[config.mk]
export PLATFORM = sky130hd
export DESIGN_NAME = sad_search_ctrl
export DESIGN_NICKNAME = d
export VERILOG_FILES = /design/src/rtl/sad_pkg.sv /design/src/rtl/sad_tag_pipe.sv /design/src/rtl/sad_search_ctrl.sv
export SDC_FILE = /design/constraint.sdc
export NUM_CORES = 1
export LEC_CHECK = 0
export ABC_CLOCK_PERIOD_IN_PS = 6820
export CAP_MARGIN = 5
export CELL_PAD_IN_SITES_DETAIL_PLACEMENT = 0
export CELL_PAD_IN_SITES_GLOBAL_PLACEMENT = 1
export CORE_UTILIZATION = 44
export DETAILED_ROUTE_END_ITERATION = 12
export PLACE_DENSITY_LB_ADDON = 0.25
export SETUP_SLACK_MARGIN = 0.3
export SYNTH_ARGS = -nofsm -noshare
export SYNTH_HDL_FRONTEND = slang
export SYNTH_SLANG_ARGS = --single-unit
export TNS_END_PERCENT = 1
[constraint.sdc]
create_clock -name clk -period 6.82 [get_ports clk]
set_input_delay 1.364 -clock clk [delete_from_list [all_inputs] [get_ports clk]]
set_output_delay 1.364 -clock clk [all_outputs]
set_load 0.005 [all_outputs]
[src/rtl/sad_pkg.sv]
// Shared definitions for the SAD motion-search controller: default pixel width,
// SAD accumulator width and the search FSM state encoding.
package sad_pkg;

  localparam int DWIDTH = 8;
  localparam int SAD_W  = DWIDTH + 8;

  typedef enum logic [1:0] {
    IDLE  = 2'd0,
    ISSUE = 2'd1,
    DRAIN = 2'd2,
    DONE  = 2'd3
  } state_e;

endpackage

[src/rtl/sad_tag_pipe.sv]
// Delay line that carries {valid, dx, dy} alongside each SAD_Cal request so the
// candidate tag leaves the pipe in the same cycle as the matching sad_vld.
module sad_tag_pipe #(
  parameter int PIPE_STAGE = 5,
  parameter int CW         = 5
) (
  input  logic          clk,
  input  logic          rst_n,
  input  logic          tag_vld,
  input  logic [CW-1:0] tag_dx,
  input  logic [CW-1:0] tag_dy,
  output logic          exit_vld,
  output logic [CW-1:0] exit_dx,
  output logic [CW-1:0] exit_dy,
  output logic          pipe_busy
);

  logic [PIPE_STAGE-1:0] vld_q;
  logic [CW-1:0]         dx_q [PIPE_STAGE];
  logic [CW-1:0]         dy_q [PIPE_STAGE];

  always_ff @(posedge clk) begin
    if (!rst_n) begin
      vld_q <= '0;
      for (int i = 0; i < PIPE_STAGE; i++) begin
        dx_q[i] <= '0;
        dy_q[i] <= '0;
      end
    end else begin
      vld_q[0] <= tag_vld;
      dx_q[0]  <= tag_dx;
      dy_q[0]  <= tag_dy;
      for (int i = 1; i < PIPE_STAGE; i++) begin
        vld_q[i] <= vld_q[i-1];
        dx_q[i]  <= dx_q[i-1];
        dy_q[i]  <= dy_q[i-1];
      end
    end
  end

  // The exiting stage counts as occupied so DRAIN waits for its result.
  assign exit_vld  = vld_q[PIPE_STAGE-1];
  assign exit_dx   = dx_q[PIPE_STAGE-1];
  assign exit_dy   = dy_q[PIPE_STAGE-1];
  assign pipe_busy = |vld_q;

endmodule

[src/rtl/sad_search_ctrl.sv]
// Full-search motion estimation controller: walks a +/-RANGE window in raster
// order, feeds SAD_Cal, and keeps the first candidate with the minimum SAD.
module sad_search_ctrl #(
  parameter  int DWIDTH     = sad_pkg::DWIDTH,
  parameter  int PIPE_STAGE = 5,
  parameter  int RANGE      = 8,
  localparam int CW         = $clog2(RANGE) + 2,
  localparam int SAD_W      = DWIDTH + 8
) (
  input  logic             clk,
  input  logic             rst_n,
  input  logic             start,
  input  logic             ref_rdy,
  output logic [CW-1:0]    cand_dx,
  output logic [CW-1:0]    cand_dy,
  output logic             cal_en,
  input  logic [SAD_W-1:0] sad,
  input  logic             sad_vld,
  output logic             busy,
  output logic             done,
  output logic [SAD_W-1:0] best_sad,
  output logic [CW-1:0]    best_dx,
  output logic [CW-1:0]    best_dy,
  output logic             err
);

  import sad_pkg::state_e;
  import sad_pkg::IDLE;
  import sad_pkg::ISSUE;
  import sad_pkg::DRAIN;
  import sad_pkg::DONE;

  localparam logic [CW-1:0] POS_R = CW'(RANGE);
  localparam logic [CW-1:0] NEG_R = CW'(-RANGE);

  state_e        state, state_nxt;
  logic          launch;
  logic          last_cand;
  logic          exit_vld;
  logic [CW-1:0] exit_dx;
  logic [CW-1:0] exit_dy;
  logic          pipe_busy;

  assign launch    = (state == IDLE) && start;
  assign last_cand = (cand_dx == POS_R) && (cand_dy == POS_R);

  always_ff @(posedge clk) begin
    if (!rst_n) begin
      state <= IDLE;
    end else begin
      state <= state_nxt;
    end
  end

  always_comb begin
    state_nxt = state;
    cal_en    = 1'b0;
    busy      = (state != IDLE);
    done      = (state == DONE);
    case (state)
      IDLE:    if (start) state_nxt = ISSUE;
      ISSUE: begin
        cal_en = ref_rdy;
        if (ref_rdy && last_cand) state_nxt = DRAIN;
      end
      DRAIN:   if (!pipe_busy) state_nxt = DONE;
      DONE:    state_nxt = IDLE;
      default: state_nxt = IDLE;
    endcase
  end

  // Raster walk: dx is the inner loop; the final candidate is held once issued.
  always_ff @(posedge clk) begin
    if (!rst_n) begin
      cand_dx <= '0;
      cand_dy <= '0;
    end else if (launch) begin
      cand_dx <= NEG_R;
      cand_dy <= NEG_R;
    end else if (cal_en && !last_cand) begin
      if (cand_dx == POS_R) begin
        cand_dx <= NEG_R;
        cand_dy <= cand_dy + CW'(1);
      end else begin
        cand_dx <= cand_dx + CW'(1);
      end
    end
  end

  sad_tag_pipe #(
    .PIPE_STAGE(PIPE_STAGE),
    .CW        (CW)
  ) u_tag_pipe (
    .clk      (clk),
    .rst_n    (rst_n),
    .tag_vld  (cal_en),
    .tag_dx   (cand_dx),
    .tag_dy   (cand_dy),
    .exit_vld (exit_vld),
    .exit_dx  (exit_dx),
    .exit_dy  (exit_dy),
    .pipe_busy(pipe_busy)
  );

  // Strict less-than keeps the earliest candidate on ties; an untagged or
  // missing result flags err and never touches the running best.
  always_ff @(posedge clk) begin
    if (!rst_n) begin
      best_sad <= '0;
      best_dx  <= '0;
      best_dy  <= '0;
      err      <= 1'b0;
    end else if (launch) begin
      best_sad <= '1;
      best_dx  <= '0;
      best_dy  <= '0;
      err      <= 1'b0;
    end else begin
      if (exit_vld != sad_vld) err <= 1'b1;
      if (exit_vld && sad_vld && (sad < best_sad)) begin
        best_sad <= sad;
        best_dx  <= exit_dx;
        best_dy  <= exit_dy;
      end
    end
  end

endmodule
## Yosys cells after proc, flatten, opt, wreduce, memory -nomap -nowiden

Memory sizes are Yosys's and may differ from the RTL's. A register that Yosys moved wholly into a read port is not among the register bits.
Index checks and enable logic that the tools add are counted.

- Register bits: 34
- Memory bits (writable): 50
- Input bits: 21
- Output and inout port bits: 40
- Logic and storage cells: 75
- Memories kept: 2

- $add $sub $neg: 2
- Order comparisons: 1
- Eq/ne operators: 9
- Multiplexer cells: 25
- Bitwise operators: 11
- Reduce and logical (&&, ||, !) cells: 17

Memory list:

| name | depth | width | read ports | clocked after memory_dff | wr ports | line | source |
|---|---|---|---|---|---|---|---|
| u_tag_pipe.dx_q | 5 | 5 | 5 | 1 | 5 | sad_tag_pipe.sv:19 | `logic [CW-1:0] dx_q [PIPE_STAGE];` |
| u_tag_pipe.dy_q | 5 | 5 | 5 | 1 | 5 | sad_tag_pipe.sv:20 | `logic [CW-1:0] dy_q [PIPE_STAGE];` |

Operators by type and width:

| kind | count |
|---|---|
| 5-bit 2-to-1 mux | 16 |
| 16-bit 2-to-1 mux | 2 |
| 16-bit < comparator | 1 |
| 5-bit by 1-bit adder with 5-bit output (second input constant) | 2 |
| 5-bit by 4-bit == test with 1-bit output (second input constant) | 2 |
| 1-bit bitwise OR | 10 |
| 2-bit case mux with 4 select lines | 1 |
| 2-bit nonzero test | 4 |
| 1-bit logical AND | 6 |
| 2-bit 2-to-1 mux | 3 |
| 2-bit != test (second input constant) | 3 |
| 5-bit OR reduction | 1 |
| 2-bit == test (second input constant) | 2 |
| 2-bit AND reduction | 2 |
| 1-bit 2-to-1 mux | 3 |
| 3-bit AND reduction | 1 |
| 2-bit by 1-bit == test with 1-bit output (second input constant) | 1 |
| 2-bit zero test | 1 |
| 2-bit OR reduction | 1 |
| 1-bit zero test | 1 |
| 1-bit != test | 1 |
| 1-bit NOT | 1 |

## Longest topological paths before layout

Gate-level depths: netlist of run 1.

- Word-level depth: 6
- Depth in mapped cells: 9
- Gate-level depth less buffers: 7

## By module

A second synthesis of run 1 with hierarchy kept.

- Cell total of the unflattened synthesis: 363
- Area, all modules: 3759.9 µm²

Modules (own cells, without submodules):

| module | instances | cells an instance | area an instance (µm²) | seq. area each (µm²) |
|---|---|---|---|---|
| sad_search_ctrl | 1 | 235 | 2133.3 | 780.7 |
| sad_tag_pipe | 1 | 128 | 1626.6 | 1101.1 |

## Worst setup path after synthesis of run 1

Ideal clock, no wire load.

- Path kind: input to register
- Start point: input sad[14]
- End point: register best_dx[1], read port of u_tag_pipe.dx_q
- Library setup time: 132 ps
- Arrival: 3148 ps
- Data required time: 6688 ps
- Slack: 3540 ps
- Stages on the path: 8
- Buffers on the path: 2
- Path through: ha_1 > nand4_2 > or3_4 > or4_1 > buf_2 > buf_2 > nand4_1 > a21oi_1

- Cells in the longest elaborated chain, start to end: 2

RTL lines:

| item | line | source |
|---|---|---|
| start, declared | sad_search_ctrl.sv:17 | `input logic [SAD_W-1:0] sad,` |
| 16-bit < comparator | sad_search_ctrl.sv:120 | `if (exit_vld && sad_vld && (sad < best_sad)) begin` |
| 1-bit logical AND | sad_search_ctrl.sv:120 |  |
| end, declared | sad_search_ctrl.sv:22 | `output logic [CW-1:0] best_dx,` |

Every way passes these cells.
A chain may end at the register's enable or synchronous reset.

## Worst setup path after layout of run 1

- Start point: input ref_rdy
- End point: output cal_en

- Cells in the longest elaborated chain, start to end: 1

RTL lines:

| item | line | source |
|---|---|---|
| start, declared | sad_search_ctrl.sv:13 | `input logic ref_rdy,` |
| 1-bit 2-to-1 mux | sad_search_ctrl.sv:60 | `case (state)` |
| end, declared | sad_search_ctrl.sv:16 | `output logic cal_en,` |

Every way passes these cells.

==> results of run 1 <==
[final timing paths]
kind,slack (ns),start,to
max,2.85,ref_rdy,cal_en
min,0.43,u_tag_pipe.dy_q[0][2],u_tag_pipe.dy_q[1][2]
max reg2reg,4.01,best_sad[15],best_dx[2]
min reg2reg,0.43,u_tag_pipe.dy_q[0][2],u_tag_pipe.dy_q[1][2]
[layout make-up]
| cell class | instances | area (um2) |
|---|---|---|
| multi-input combinational | 232 | 1640 |
| sequential | 94 | 1880 |
| tap | 105 | 131 |
| clock inverter | 4 | 30.0 |
| timing repair buffer | 64 | 626 |
| fill | 756 | 3660 |
| inverter | 24 | 90.1 |
| clock buffer | 12 | 155 |
[state kept, by name (all words and copies together) (netlist names), 5 cells and up]
| signal | flops |
|---|---|
| cand_dy | 5 |
| best_dy | 5 |
| u_tag_pipe.dx_q | 25 |
| best_dx | 5 |
| cand_dx | 5 |
| u_tag_pipe.vld_q | 5 |
| u_tag_pipe.dy_q | 25 |
| best_sad | 16 |
[placed cells by master, fill, tap and decap left out, types with 4 or more instances in the layout]
cell type / count
ha_1: 25
o311a_1: 17
nand2_1: 9
clkbuf_8: 11
o31ai_1: 10
dfxtp_1: 94
a21oi_1: 16
clkdlybuf4s50_1: 59
xnor2_1: 5
o21a_1: 5
inv_1: 24
nor3_1: 5
and2_1: 55
buf_4: 4
nand4_1: 31
nor2_1: 29
[kinds of logic after synthesis]
| kind of cell | share of synthesized area |
|---|---|
| xor+xnor | 0.0164 |
| flops | 0.505 |
| mux | 0.00537 |
| compound gates | 0.117 |
| fa+ha+maj | 0.0839 |
| simple gates | 0.218 |
| buf+inv | 0.0547 |
[worst max-delay path, stage by stage]
cell             delay [ns]
clkdlybuf4s50_1        0.50
nand2_1                0.11
inv_1                  0.11
clkdlybuf4s50_1        0.51
[per-stage QoR]
stage               hold WS (ns)  total power [W]
floorplan                  0.412         0.000852
global placement           0.414         0.000995
detailed placement         0.417         0.000999
CTS                        0.432          0.00134
global route               0.448          0.00141
finish                     0.432          0.00132
[power by group]
| part | switching (W) | internal (W) | total (W) |
|---|---|---|---|
| Sequential | 0.0000417 | 0.000602 | 0.000643 |
| Clock | 0.000179 | 0.000154 | 0.000333 |
| Combinational | 0.000161 | 0.000181 | 0.000343 |
[metal layers]
metal  wire [um]  vias to the layer above  global-route usage
li1            -                     1406                   -
met1        3490                     1244               0.217
met4          72                        0              0.0474
met5           0                        -                   0
met3         278                        5              0.0494
met2        3270                       54               0.284
==> reports/qor.yml, run 1 <==
status:
  status: "finished clean"
critical_path:
  cp_max_fo: 4
  cp.required_ns: 5.46
  rr_worst_depth: 7
  cp-start-kind: "primary input"
  end_kind: "primary output"
  path_class: "in -> out"
  worstPathArrival_ns: 2.60
timing:
  rsz0062_at_grt: "false"
  setup_slack_ns: 2.85
  fin_worst_skew_ns: 0.00664
  fin_crit_sh: 0.582
  finalMaxSlewViolations: 0
  fin_crit_ns: 3.97
  setup_viol: 0
  fmax_mhz: 252
  timing_worst_slew_pin_value_ns: 0.976
  maxSlewHeadroom: 0.349
  hold_violations: 0
  finalSetupTns_ns: 0
cells_and_area:
  design_area_mm2: 0.00456
  postLayoutCoreUtil: 0.554
  syn_to_final_growth_pct: 22.2
  fin_nets: 471
  drive_gt1_frac: 0.0558
  instances_no_fill: 535
  n_antenna_cell: 0
die:
  die_x_um: 94.0
  die_height_um: 94.0
  ioPinCount: 61
  core_area_mm2: 0.00822
  placementRows: 33
  initial_utilization: 0.454
  die_area_mm2: 0.00884
logic_synthesis:
  synth_ff_type: "dfxtp_1"
  synth_nets: 423
  synth_top_cell_area_share: 0.505
  ys_types: 38
  async_flop_share: 0
  yosysWarnings: 0
  synth_seq_cells: 94
  syn_area_per_cell_um2: 9.89
  yosysTopAreaCell: "dfxtp_1"
  synth_commonest_cells: "dfxtp_1, and2_1, nand4_1"
  synthCells: 377
  synth.area.top_cells: "dfxtp_1, and2_1, ha_1, nand4_1, o311a_1"
  ys_seq_area_frac: 0.505
  synth_edf_count: 0
  synth.most_common_cell: "dfxtp_1"
  syn_area_mm2: 0.00373
global_route:
  grt_overflow: 0
  antenna_found_initial: 0
  grt_pass1_vias: 2480
  grt_pass1_wl_um: 11800
  grt_max_degree: 79
  grt_usage: 0.172
clock_network:
  clk_latency_ns: 0.34
  post_cts_buffers: 0
  cts_buffer_depth: 2
  cts_tree: "yes"
  htreeDepth: 3
  clock-sinks: 94
  cts_resized: 0
  holdBufCountCts: 0
  root_buffer: "clkbuf_8"
  clk_pin_slew_ns: 0.08
  numCtsBuffers: 9
routing:
  antenna_left: 0
  drc: 0
  first_pass_iters: 4
  drt_iter0_drc: 153
  vias: 2709
  wl_um: 7110
  wl_per_cell_um: 13.3
  via_per_inst: 5.06
job:
  max_cap_violations: 0
placement:
  place_congestion: 0.772
  io_buffers: 60
  dp.cells: 519
  placed_cell_area_mm2: 0.00437
  dp_hpwl_um: 4510
  place_ws_ns: 2.63
power_and_ir_drop:
  leakagePower_nw: 1.81
  ir_worst_vdd_uv: 261
  cellPowerDensity_mw_per_mm2: 290
worst_hold_path:
  holdPathStages: 1
  min_path_type: "reg -> reg"
Power figures use the tool's default switching activity.
==> inputs of run 2 (changes only) <==
ABC_CLOCK_PERIOD_IN_PS = 3650   (was 6820)
CORE_UTILIZATION = 37   (was 44)
clock period = 3.65 ns   (was 6.82 ns; I/O delays follow)
==> run 2 against run 1 <==
- worst setup slack got worse by 2.0 ns
- non-clock buffer count up 3
- routed wire length grew 0.32%
- final area increased by 1.8%
- largest cell class unchanged
- highest routed layer unchanged
==> reports/qor.yml, run 2 (synthesized netlist as in run 1, its figures left out) <==
timing:
  fin_crit_ns: 2.81
  finalMaxSlewViolations: 0
  fin_crit_sh: 0.771
  timing_worst_slew_pin_value_ns: 0.900
  maxSlewHeadroom: 0.400
  rsz0062_at_grt: "false"
  fin_worst_skew_ns: 0.00883
  hold_violations: 0
  fmax_mhz: 355
  setup_viol: 0
  finalSetupTns_ns: 0
global_route:
  grt_pass1_wl_um: 12200
  antenna_found_initial: 0
  grt_usage: 0.151
  grt_overflow: 0
  grt_max_degree: 78
  grt_pass1_vias: 2577
clock_network:
  holdBufCountCts: 0
  root_buffer: "clkbuf_8"
  cts_tree: "yes"
  numCtsBuffers: 9
  clock-sinks: 94
  post_cts_buffers: 0
  cts_resized: 0
  clk_latency_ns: 0.34
  htreeDepth: 3
  clk_pin_slew_ns: 0.09
  cts_buffer_depth: 2
worst_hold_path:
  holdPathStages: 1
  min_to: "u_tag_pipe.dx_q[4][0]"
  min_from: "u_tag_pipe.dx_q[3][0]"
  min_path_type: "reg -> reg"
cells_and_area:
  fin_nets: 474
  top_regs: "u_tag_pipe.dx_q x25, u_tag_pipe.dy_q x25, best_sad x16"
  drive_gt1_frac: 0.0647
  n_fill_cell: 933
  final_cell_mix: "dfxtp_1, clkdlybuf4s50_1, and2_1, nand4_1, nor2_1"
  n_antenna_cell: 0
  syn_to_final_growth_pct: 24.4
  mostFrequentLayoutCell: "dfxtp_1"
die:
  core_area_mm2: 0.00977
  die_area_mm2: 0.0105
  die_x_um: 102
  placementRows: 36
  initial_utilization: 0.381
  die_height_um: 102
  ioPinCount: 61
placement:
  place_congestion: 0.841
  dp_hpwl_um: 4800
  io_buffers: 60
power_and_ir_drop:
  ir_worst_vdd_uv: 378
  leakagePower_nw: 1.83
  cellPowerDensity_mw_per_mm2: 549
  total_power_w: 0.00254
routing:
  wl_met2_um: 3300
  first_pass_iters: 4
  routed-wl-met3_um: 239
  antenna_left: 0
  drt_iter0_drc: 121
  wl_per_cell_um: 12.6
  vias: 2693
  wl_um: 7130
  highest_layer: "met4"
  via_per_inst: 4.76
  met1_length_um: 3520
  drc: 0
critical_path:
  reg2reg_setup_slack_ns: 1.21
  crit-reg2reg-launch: "best_sad[15]"
  worstPathArrival_ns: 3.04
  cp_cell_sequence: "clkdlybuf4s50_1, ha_1, nand4_2, or3_4, nor4_1, nor3_1, buf_4, o311a_1"
  r2r-end: "best_sad[9]"
  rr_worst_depth: 8
  cp_slowest_cell: "clkdlybuf4s50_1"
  slowest_delay_ns: 0.43
  cp-start-kind: "primary input"
  cp_max_fo: 16
  path_class: "in -> reg"
  cp.required_ns: 3.88
  end_kind: "flop"
status:
  status: "finished clean"
job:
  max_cap_violations: 0
## run 2: changes by cell type in the layout (fill, tap and decap cells not counted), sizes merged
cell,delta
buf,+3
bufinv,+1
clkbuf,-1
## run 2: worst max-delay path: cells and delay by family
family	cells	cell delay, ns
AOI/OAI and AO/OA	1	0.29
and+or+nand+nor	4	1.02
adders and majority gates	1	0.33
buffers and inverters	2	0.66
## run 2: power breakdown
| part | leakage (nW) | total [W] | internal (W) | switching, W |
|---|---|---|---|---|
| Combinational | 0.964 | 0.000640 | 0.000339 | 0.000301 |
| Clock | 0.106 | 0.000700 | 0.000354 | 0.000345 |
| Sequential | 0.765 | 0.00120 | 0.00112 | 0.0000800 |
| Total | 1.83 | 0.00254 | 0.00182 | 0.000726 |
## run 2: cell type report
class	instances	area [um2]	share of cell area
Clock buffer	11	151	0.0327
Clock inverter	5	56.3	0.0121
Inverter	24	90.1	0.0194
Multi-Input combinational cell	232	1640	0.354
Sequential cell	94	1880	0.406
Tap cell	133	166	0.0359
Timing Repair Buffer	67	648	0.140
## run 2: per-stage QoR
stage,cells,instance area [um2],hold WS (ns),util,setup slack [ns]
after floorplan,377,3730,0.412,-,1.00
after global placement,550,4430,0.414,0.453,0.486
after detailed placement,550,4430,0.417,0.453,0.453
after CTS,566,4640,0.431,0.474,0.821
after global routing,566,4640,0.441,0.474,0.645
final,566,4640,0.430,0.474,0.835
## run 2: worst max-delay path by stage
stage	from	end	slack (ns)	cells past startpoint
detailed placement	sad[11]	best_sad[1]	0.45	8
global route	sad[11]	best_sad[8]	0.65	8
finish	sad[14]	best_sad[9]	0.84	8
floorplan	sad[14]	best_dx[1]	1.00	8
CTS	sad[11]	best_sad[8]	0.82	8
global placement	sad[9]	best_sad[2]	0.49	8
## run 2: layer usage
metal	GRT usage	vias to the layer above
met5	0	-
met4	0.0451	0
met3	0.0431	6
met2	0.236	53
met1	0.201	1231
li1	-	1403
==> inputs of run 3 (changes only) <==
ABC_CLOCK_PERIOD_IN_PS = 2900   (was 3650)
CORE_UTILIZATION = 41   (was 37)
clock period = 2.9 ns   (was 3.65 ns; I/O delays follow)
==> run 3 against run 2 <==
- worst hold slack worse by 0.0039 ns
- sequential cell count stayed put
- clock power is 13% higher
- clock skew is 0.0055 ns higher
- combinational power is 32% higher
==> reports/qor.yml, run 3 (synthesized netlist as in run 1, its figures left out) <==
status:
  status: "finished clean"
cells_and_area:
  final_cell_mix: "dfxtp_1, and2_1, clkdlybuf4s50_1, nand4_1, nor2_1"
  postLayoutCoreUtil: 0.541
  drive_gt1_frac: 0.0952
  mostFrequentLayoutCell: "dfxtp_1"
  top_regs: "u_tag_pipe.dx_q x25, u_tag_pipe.dy_q x25, best_sad x16"
  n_fill_cell: 816
  instances_no_fill: 549
  syn_to_final_growth_pct: 27.2
  n_antenna_cell: 0
  fin_nets: 483
critical_path:
  cp_cell_sequence: "clkdlybuf4s50_1, ha_1, nand2_1, or3_4, or4_4, buf_4, nand4_1, o311a_1"
  worstPathArrival_ns: 2.81
  cp_max_fo: 10
  cp_slowest_cell: "or4_4"
  path_class: "in -> reg"
  cp-start-kind: "primary input"
  slowest_delay_ns: 0.56
  cp.required_ns: 3.19
  end_kind: "flop"
die:
  die_height_um: 97.3
  ioPinCount: 61
  initial_utilization: 0.425
  die_x_um: 97.3
  die_area_mm2: 0.00948
  core_area_mm2: 0.00876
  placementRows: 34
global_route:
  antenna_found_initial: 0
  grt_pass1_wl_um: 11800
  grt_usage: 0.153
  grt_overflow: 0
  grt_max_degree: 55
  grt_pass1_vias: 2548
worst_hold_path:
  min_path_type: "reg -> reg"
clock_network:
  clock-sinks: 94
  numCtsBuffers: 9
  cts_buffer_depth: 2
  htreeDepth: 3
  post_cts_buffers: 0
  clk_latency_ns: 0.35
  root_buffer: "clkbuf_8"
  holdBufCountCts: 0
  clk_pin_slew_ns: 0.09
  cts_tree: "yes"
power_and_ir_drop:
  cellPowerDensity_mw_per_mm2: 665
  total_power_w: 0.00315
  ir_worst_vdd_uv: 394
  leakagePower_nw: 1.92
routing:
  via_per_inst: 5.05
  antenna_left: 0
  drt_iter0_drc: 80
  wl_um: 7130
  vias: 2774
  wl_per_cell_um: 13.0
  first_pass_iters: 4
  drc: 0
timing:
  timing_worst_slew_pin_value_ns: 0.589
  fin_crit_sh: 0.871
  fin_worst_skew_ns: 0.0143
  fmax_mhz: 396
  hold_ws_ns: 0.426
  hold_violations: 0
  setup_viol: 0
  fin_crit_ns: 2.53
  maxSlewHeadroom: 0.602
  finalMaxSlewViolations: 0
  setup_slack_ns: 0.373
  rsz0062_at_grt: "false"
placement:
  place_ws_ns: -0.0993
  io_buffers: 60
  dp.cells: 534
  dp_hpwl_um: 4950
  place_congestion: 0.790
job:
  max_cap_violations: 0
[run 3: cell types whose count changed in the layout (fill, tap and decap cells not counted), moves of 2 or more]
cell and delta:
buf_4 +7, clkdlybuf4s50_1 -4, dlymetal6s2s_1 +4, ha_1 -4
ha_4 +4, buf_12 +2, clkinv_4 +2
[run 3: per-layer routing]
metal  part of all wire  vias up  global-route usage
li1                   -     1429                   -
met1               0.49     1272               0.195
met2               0.45       62               0.244
met3              0.045       11              0.0504
met4              0.016        0              0.0464
met5                  0        -                   0
[run 3: power by group]
part / internal (W) / switching (W)
Combinational: 0.000452 / 0.000395
Sequential: 0.00141 / 0.000102
Clock: 0.000359 / 0.000432
[run 3: repair_timing]
| action | 4_1_cts | 5_1_grt |
|---|---|---|
| pin swaps | 1 | 3 |
| cloned | 0 | 0 |
| gates resized for setup | 2 | 8 |
| endpoints found under the setup margin | 12 | 25 |
[run 3: final timing paths]
check                                            from                    end  slack [ns]  depth (start not counted)
worst min-delay path            u_tag_pipe.dy_q[3][1]  u_tag_pipe.dy_q[4][1]        0.43                          1
worst max register to register           best_sad[13]            best_sad[8]        0.55                          8
worst max-delay path                          sad[11]            best_sad[8]        0.37                          8
worst min register to register  u_tag_pipe.dy_q[3][1]  u_tag_pipe.dy_q[4][1]        0.43                          1
[run 3: cell type report]
cell class                 instances  area [um2]  area share
multi-input combinational        232        1700       0.359
sequential                        94        1880       0.397
tap                              108         135      0.0285
clock inverter                     4        31.3     0.00660
clock buffer                      11         151      0.0319
timing repair buffer              76         751       0.158
inverter                          24        90.1      0.0190
[run 3: per-stage QoR]
stage | area (um2) | TNS, ns
after floorplan | 3730 | 0
after global placement | 4490 | -0.796
after detailed placement | 4490 | -1.83
after CTS | 4680 | 0
after global routing | 4740 | 0
final | 4740 | 0
[run 3: critical path, delay by kind of cell]
family,cells,cell delay [ns]
adder cells (fa/ha/maj),1,0.31
buffers and inverters,2,0.63
AND/OR/NAND/NOR,4,1.11
AO/OA/AOI/OAI,1,0.17
